--- src/rtl/tlp_recv_ext.sv ---
// Avalon-ST 64-bit PCIe RX decoder: MRd/MWr (3DW/4DW) become register actions, CplD payloads stream to c2f.
// Action word: [63:62] kind (01 read, 10 write), [55:48] chan, read: [47:32] reqID [31:24] tag, write: [31:0] data.
module tlp_recv_ext #(
  parameter int CHAN_BITS  = 6,
  parameter int MAX_CMP_QW = 16,
  parameter bit ENABLE_4DW = 1'b1
) (
  input  logic        pcieClk_in,
  input  logic        pcieRst_in,
  input  logic [63:0] rxData_in,
  input  logic        rxValid_in,
  output logic        rxReady_out,
  input  logic        rxSOP_in,
  input  logic        rxEOP_in,
  output logic [63:0] actData_out,
  output logic        actValid_out,
  input  logic        actReady_in,
  output logic [63:0] c2fData_out,
  output logic        c2fValid_out,
  input  logic        c2fReady_in,
  output logic        c2fLast_out,
  output logic [15:0] errCount_out
);
  localparam int QW_W = $clog2(MAX_CMP_QW) + 1;

  typedef enum logic [3:0] {
    S_IDLE, S_RD1, S_RD4, S_WR1, S_WR4A, S_WR4D, S_CMP1, S_CMP_DATA, S_DRAIN
  } state_t;

  state_t          r_state, w_stateNxt;
  logic            r_live, r_actValid;
  logic [63:0]     r_actData;
  logic [15:0]     r_errCnt;
  logic [15:0]     r_reqId;
  logic [7:0]      r_tag;
  logic [31:0]     r_addr;
  logic [QW_W-1:0] r_nQw, r_qwLeft;

  logic            w_en, w_take, w_err, w_actLd, w_capHdr, w_capCmp, w_capAddr, w_chanErr;
  logic [63:0]     w_actNxt;
  logic [1:0]      w_fmt;
  logic [4:0]      w_typ;
  logic [9:0]      w_len;
  logic [10:0]     w_dwCnt, w_nQw;
  logic [31:0]     w_addr;
  logic [7:0]      w_chan;

  function automatic logic [63:0] genRegRead(input logic [7:0] chan, input logic [15:0] reqId,
                                             input logic [7:0] tag);
    return {2'b01, 6'd0, chan, reqId, tag, 24'd0};
  endfunction

  function automatic logic [63:0] genRegWrite(input logic [7:0] chan, input logic [31:0] data);
    return {2'b10, 6'd0, chan, 16'd0, data};
  endfunction

  // r_live keeps every output quiet for one cycle after reset is released
  assign w_en    = r_live && !pcieRst_in;
  assign w_take  = rxValid_in && rxReady_out;
  assign w_fmt   = rxData_in[30:29];
  assign w_typ   = rxData_in[28:24];
  assign w_len   = rxData_in[9:0];
  assign w_dwCnt = {(w_len == 10'd0), w_len};
  assign w_nQw   = 11'(w_dwCnt[10:1]) + 11'(w_dwCnt[0]);

  assign w_addr    = (r_state == S_RD4 || r_state == S_WR4A) ? rxData_in[63:32] :
                     (r_state == S_WR4D) ? r_addr : rxData_in[31:0];
  assign w_chanErr = (w_addr >> (3 + CHAN_BITS)) != 32'd0;

  always_comb begin
    w_chan = '0;
    w_chan[CHAN_BITS-1:0] = w_addr[3 +: CHAN_BITS];
  end

  always_ff @(posedge pcieClk_in) begin
    if (pcieRst_in) r_state <= S_IDLE;
    else            r_state <= w_stateNxt;
  end

  always_comb begin
    w_stateNxt = r_state;
    w_err      = 1'b0;
    w_actLd    = 1'b0;
    w_actNxt   = '0;
    w_capHdr   = 1'b0;
    w_capCmp   = 1'b0;
    w_capAddr  = 1'b0;
    if (w_take) begin
      case (r_state)
        S_IDLE: if (rxSOP_in) begin
          if (w_fmt == 2'b00 && w_typ == 5'd0 && (w_len == 10'd1 || w_len == 10'd2)) begin
            w_capHdr = 1'b1; w_stateNxt = S_RD1;
          end else if (ENABLE_4DW && w_fmt == 2'b01 && w_typ == 5'd0 &&
                       (w_len == 10'd1 || w_len == 10'd2)) begin
            w_capHdr = 1'b1; w_stateNxt = S_RD4;
          end else if (w_fmt == 2'b10 && w_typ == 5'd0 && w_len == 10'd1) begin
            w_stateNxt = S_WR1;
          end else if (ENABLE_4DW && w_fmt == 2'b11 && w_typ == 5'd0 && w_len == 10'd1) begin
            w_stateNxt = S_WR4A;
          end else if (w_fmt == 2'b10 && w_typ == 5'b01010 && w_nQw <= 11'(MAX_CMP_QW)) begin
            w_capCmp = 1'b1; w_stateNxt = S_CMP1;
          end else begin
            w_err = 1'b1;
          end
        end
        S_RD1, S_RD4: begin
          if (w_chanErr || (r_state == S_RD4 && rxData_in[31:0] != 32'd0)) w_err = 1'b1;
          else begin
            w_actLd = 1'b1; w_actNxt = genRegRead(w_chan, r_reqId, r_tag); w_stateNxt = S_IDLE;
          end
        end
        S_WR1: begin
          if (w_chanErr) w_err = 1'b1;
          else begin
            w_actLd = 1'b1; w_actNxt = genRegWrite(w_chan, rxData_in[63:32]); w_stateNxt = S_IDLE;
          end
        end
        S_WR4A: begin
          w_capAddr = 1'b1; w_stateNxt = S_WR4D;
        end
        S_WR4D: begin
          if (w_chanErr) w_err = 1'b1;
          else begin
            w_actLd = 1'b1; w_actNxt = genRegWrite(w_chan, rxData_in[31:0]); w_stateNxt = S_IDLE;
          end
        end
        // A completion ending on its second header beat carries no payload: malformed
        S_CMP1: begin
          if (rxEOP_in) w_err = 1'b1;
          else          w_stateNxt = S_CMP_DATA;
        end
        S_CMP_DATA: begin
          if (r_qwLeft == QW_W'(1)) begin
            if (rxEOP_in) w_stateNxt = S_IDLE;
            else          w_err = 1'b1;
          end else if (rxEOP_in) begin
            w_err = 1'b1;
          end
        end
        S_DRAIN: if (rxEOP_in) w_stateNxt = S_IDLE;
        default: w_stateNxt = S_IDLE;
      endcase
      if (w_err) w_stateNxt = rxEOP_in ? S_IDLE : S_DRAIN;
    end
  end

  // Payload bypasses all registers; the odd upper DW is left for the sink to ignore
  always_comb begin
    rxReady_out  = w_en && !(r_actValid && !actReady_in);
    c2fValid_out = 1'b0;
    c2fLast_out  = 1'b0;
    if (r_state == S_CMP_DATA) begin
      rxReady_out  = w_en && c2fReady_in;
      c2fValid_out = w_en && rxValid_in;
      c2fLast_out  = c2fValid_out && (r_qwLeft == QW_W'(1) || rxEOP_in);
    end
  end

  assign c2fData_out  = rxData_in;
  assign actData_out  = r_actData;
  assign actValid_out = r_actValid && w_en;
  assign errCount_out = w_en ? r_errCnt : 16'd0;

  always_ff @(posedge pcieClk_in) begin
    if (pcieRst_in) begin
      r_live     <= 1'b0;
      r_actValid <= 1'b0;
      r_actData  <= '0;
      r_errCnt   <= '0;
      r_nQw      <= '0;
      r_qwLeft   <= '0;
    end else begin
      r_live <= 1'b1;
      if (w_actLd) begin
        r_actValid <= 1'b1;
        r_actData  <= w_actNxt;
      end else if (actReady_in) begin
        r_actValid <= 1'b0;
      end
      if (w_err && r_errCnt != 16'hFFFF) r_errCnt <= r_errCnt + 16'd1;
      if (w_capCmp) r_nQw <= QW_W'(w_nQw);
      if (w_take && r_state == S_CMP1)           r_qwLeft <= r_nQw;
      else if (w_take && r_state == S_CMP_DATA)  r_qwLeft <= r_qwLeft - 1'b1;
    end
  end

  always_ff @(posedge pcieClk_in) begin
    if (w_capHdr) begin
      r_reqId <= rxData_in[63:48];
      r_tag   <= rxData_in[47:40];
    end
    if (w_capAddr) r_addr <= rxData_in[63:32];
  end
endmodule

--- config.mk ---
export PLATFORM = sky130hd
export DESIGN_NAME = tlp_recv_ext
export DESIGN_NICKNAME = d
export VERILOG_FILES = /design/src/rtl/tlp_recv_ext.sv
export SDC_FILE = /design/constraint.sdc
export NUM_CORES = 1
export LEC_CHECK = 0
export ABC_AREA = 1
export BUFFER_PORTS_ARGS = -buffer_cell sky130_fd_sc_hd__buf_2
export CAP_MARGIN = 20
export CORE_UTILIZATION = 48
export DETAILED_ROUTE_END_ITERATION = 12
export HOLD_SLACK_MARGIN = 0.1
export PLACE_DENSITY_LB_ADDON = 0.1
export SLEW_MARGIN = 20
export SYNTH_ARGS = -nofsm -noshare
export SYNTH_HDL_FRONTEND = slang
export SYNTH_SLANG_ARGS = --single-unit
--- constraint.sdc ---
create_clock -name pcieClk_in -period 5.8 [get_ports pcieClk_in]
set_input_delay 0.58 -clock pcieClk_in [delete_from_list [all_inputs] [get_ports pcieClk_in]]
set_output_delay 0.58 -clock pcieClk_in [all_outputs]
set_load 0.1 [all_outputs]
==> results.py <==
metrics = {
    "timing": {
        "min_period_ps": 3565,
        "report.final.setup_viol": 0,
        "timing_worst_slew_pin_value_ps": 1042,
        "setup_repair_after_global_routing_missed_its_margin": "false",
        "final_min_period_over_clock_period_pct": 61.46,
        "final_hold_viol_count": 0,
        "max_clock_freq_mhz": 280.5,
        "worst_case_clock_skew_ps": 7.879,
        "worst_slew_margin_rel_pct": 30.31,
        "fin_setup_tns_ps": 0,
        "finalMaxSlewViolations": 0,
    },
    "power": {
        "power.switching_mw": 0.7578,
        "pwr-share-clk_pct": 44.9,
        "intPower_mw": 1.728,
        "power_frac_comb_pct": 13.8,
        "sw_frac_of_total_pct": 30.49,
        "power_density_nw_per_um2": 279.1,
        "total_leakage_power_nw": 3.949,
        "worst_ir_drop_vdd_v": 0.0002019,
        "sequentialPowerShare_pct": 41.3,
    },
    "cts": {
        "cts_tree": "done",
        "cts.hold.buffers_added": 0,
        "number_of_setup_buffers_added_after_cts": 0,
        "postCtsResizedCells": 0,
        "clock_tree.buffer_depth": 2,
        "cts-buffers-inserted": 17,
        "cts_h_tree_depth": 4,
        "cts.clk_slew.worst_paths_ps": 60,
        "clock-sinks": 141,
        "clock_insertion_delay_worst_skew_ps": 430,
        "cts-root-buf": "sky130_fd_sc_hd__clkbuf_16",
    },
    "floorplan": {
        "rows": 45,
        "die_width_um": 128.3,
        "dieHeight_um": 128.3,
        "die_area_um2": 16460,
        "placeableCoreArea_um2": 15370,
        "pin_count": 219,
        "start_util_pct": 49.80,
    },
    "logic_synthesis": {
        "synth_sequential_area_ratio_pct": 43.81,
        "post_synth_xor_area_fraction_pct": 2.059,
        "synthesized_flop_and_latch_total": 141,
        "syn_inst": 985,
        "synth_fa_ha_area_share_pct": 1.471,
        "synthDistinctLibCells": 44,
        "area_of_the_mapped_netlist_um2": 7655,
        "synth_area_leaders": "sky130_fd_sc_hd__dfxtp_1 23%, sky130_fd_sc_hd__edfxtp_1 21%, sky130_fd_sc_hd__nand2_1 8.9%, sky130_fd_sc_hd__nor2_1 8.4%, sky130_fd_sc_hd__buf_4 7.7%",
        "yosys.area_share.simple_pct": 28.54,
        "dominant_combinational_cell_family_by_area_after_synthesis": "simple AND/OR/NAND/NOR gates",
        "synth.mux.area_fraction_pct": 0,
        "yosys.area.top_type": "sky130_fd_sc_hd__dfxtp_1",
        "synth.top_cell.area_share_pct": 23.01,
        "syn_area_per_cell_um2": 7.771,
        "synth-compound-area-share_pct": 10.93,
        "warnings_synthesis": 0,
    },
    "route": {
        "ant_nets": 0,
        "drt-wirelength-per-cell_um": 15.48,
        "route.detailed.vias_per_inst": 5.188,
        "num_vias": 6962,
        "totalWireLength_um": 20770,
        "detail_route.drc_violations": 0,
        "firstDrtPassIters": 4,
        "number_of_drc_markers_after_the_initial_detailed_route_iteration": 507,
    },
    "grt": {
        "gr-usage-all-layers_pct": 25.96,
        "antenna_found_initial": 0,
        "wire_length_of_the_first_global_routing_pass_um": 32720,
        "grt_max_degree": 51,
        "grt_remaining_overflow": 0,
        "grt_pass1_vias": 6184,
    },
    "critical_path": {
        "worst-path-max-fanout": 50,
        "criticalPathCategory": "input pin to flop",
        "crit_slowest_cell": "sky130_fd_sc_hd__nand2_2",
        "end_point_of_the_critical_path": "actData_out[35]",
        "list_of_cells_traversed_by_the_critical_path": "buf_2 -> inv_1 -> nand2_1 -> nor2_2 -> nand2_1 -> clkinv_2 -> nand2_2 -> nand2_1 -> a21oi_1",
        "r2r.worst_path.cells": 14,
        "critical_path_start": "pcieRst_in",
        "worst_path_arrival_time_ps": 3910,
        "setup.worst_path.start_class": "input pin",
        "regToRegEndpoint": "actData_out[28]",
        "worstReg2RegStart": "r_state[3]",
        "critPathMostFrequentCell": "sky130_fd_sc_hd__nand2_1",
        "critical_path.max_stage_delay_ps": 930,
        "setup_slack_on_the_worst_flop_to_flop_path_ps": 2550,
        "worst_setup_path_end_kind": "flop",
        "worst-endpoint-required_ps": 6150,
    },
    "cells_and_area": {
        "layout.nets": 1198,
        "layout-drive-gt1-share_pct": 24.93,
        "fillerInstances": 1485,
        "syn2layout_area_growth_pct": 16.35,
        "layout.cells.non_filler": 1342,
        "antennaDiodeCount": 0,
    },
    "job": {
        "max_cap_violations": 0,
    },
    "placed_design": {
        "gp_congestion": 0.8520,
        "placement.io_buffers": 210,
        "dp_hpwl_um": 15020,
        "dp_cells": 1310,
    },
    "min_path": {
        "min_path_type": "input pin to flop",
        "hold_path_depth": 1,
    },
    "run_status": {
        "result_of_the_run": "finished, final reports clean",
    },
}
-- logic make-up (layout without fill, tap and decap cells) --
group,Yosys count,after routing
buffers and inverters,177,316
other,1,8
adders and majority gates,9,9
and+or+nand+nor,495,495
AOI/OAI and AO/OA,144,144
xor gates and xnor gates,18,18
DFF,141,141
-- cell usage in the layout, fill, tap and decap left out, types with 5 or more instances in the layout --
master,count
sky130_fd_sc_hd__nand3_1,52
sky130_fd_sc_hd__buf_4,6
sky130_fd_sc_hd__o21ai_1,13
sky130_fd_sc_hd__inv_1,59
sky130_fd_sc_hd__edfxtp_1,53
sky130_fd_sc_hd__a21oi_1,43
sky130_fd_sc_hd__dfxtp_1,88
sky130_fd_sc_hd__conb_1,8
sky130_fd_sc_hd__nand4_1,36
sky130_fd_sc_hd__inv_2,5
sky130_fd_sc_hd__nor2_2,7
sky130_fd_sc_hd__nor4_1,7
sky130_fd_sc_hd__buf_2,210
sky130_fd_sc_hd__nand2_1,181
sky130_fd_sc_hd__nor2_1,170
sky130_fd_sc_hd__clkbuf_16,17
sky130_fd_sc_hd__nor3_1,19
sky130_fd_sc_hd__ha_1,9
sky130_fd_sc_hd__nand2_2,7
sky130_fd_sc_hd__a22o_1,17
sky130_fd_sc_hd__o21ai_0,60
sky130_fd_sc_hd__xor2_1,18
-- worst min path at each step --
stage,to,start
6_report,r_addr[5],rxData_in[37]
3_3_place_gp,actData_out[34],actData_out[34]
2_1_floorplan,r_nQw[2],r_nQw[2]
3_5_place_dp,actData_out[34],actData_out[34]
5_1_grt,r_addr[5],rxData_in[37]
4_1_cts,r_addr[7],rxData_in[39]
-- per-layer routing --
layer	share of wire (%)	vias up	wire length, µm	GRT usage [%]
met1	46	3230	9583	35.17
li1	-	3475	-	-
met2	46	233	9631	42.03
met5	0	-	0	0
met4	1.4	0	298	7.059
met3	6.1	24	1258	5.259
-- Yosys cell counts, drive strengths merged --
cell,n
clkbuf,13
o21ai,74
nor3,19
nor4,7
buf,96
and2,2
a211oi,4
a21oi,45
edfxtp,53
nor2,178
ha,9
nor3b,1
xor2,18
or2,2
nand3b,4
clkinv,4
a2111oi,1
dfxtp,88
inv,64
nand3,56
nand2,189
a31o,1
a31oi,2
conb,1
nand4,37
a22o,17
-- area by class of cell --
cell class | count | area (µm²) | share of cell area [%]
clock buffer | 17 | 425.4 | 4.777
timing repair buffer | 216 | 1096 | 12.31
tap | 211 | 264.0 | 2.964
multi-input combinational | 674 | 3333 | 37.43
clock inverter | 15 | 177.7 | 1.995
sequential | 141 | 3353 | 37.65
inverter | 68 | 256.5 | 2.880
-- metrics by stage --
step           utilization [%]  power (mW)  instance area (µm²)  setup WS, ps  hold WS (ps)
5_1_grt                  57.94       2.559                 8906          1830         378.3
3_3_place_gp             54.02       1.392                 8303          1903         449.3
4_1_cts                  57.94       2.499                 8906          2268         380.0
6_report                 57.94       2.486                 8906          2235         383.1
2_1_floorplan                -       1.341                 7682         577.1         430.4
3_5_place_dp             54.02       1.392                 8303          1791         454.4
-- worst max-delay path, delay by kind of cell --
| kind | cells | cell delay [ps] |
|---|---|---|
| AND/OR/NAND/NOR | 5 | 1920 |
| buffers and inverters | 3 | 1200 |
| AO/OA/AOI/OAI | 1 | 170 |
-- power by group through the flow --
stage / clock network, mW / registers (mW) / logic (mW)
finish: 1.11 / 1.03 / 0.343
CTS: 1.13 / 1.03 / 0.343
detailed placement: 0 / 1.05 / 0.343
global placement: 0 / 1.05 / 0.342
global route: 1.18 / 1.03 / 0.357
floorplan: 0 / 1.05 / 0.292
-- registers in the layout, indices dropped and copies added (netlist names) --
name	count
actData_out	56
r_actValid	1
r_addr	29
r_errCnt	16
r_live	1
r_nQw	5
r_qwLeft	5
r_reqId	16
r_state	4
r_tag	8
Power figures use the tool's default switching activity.
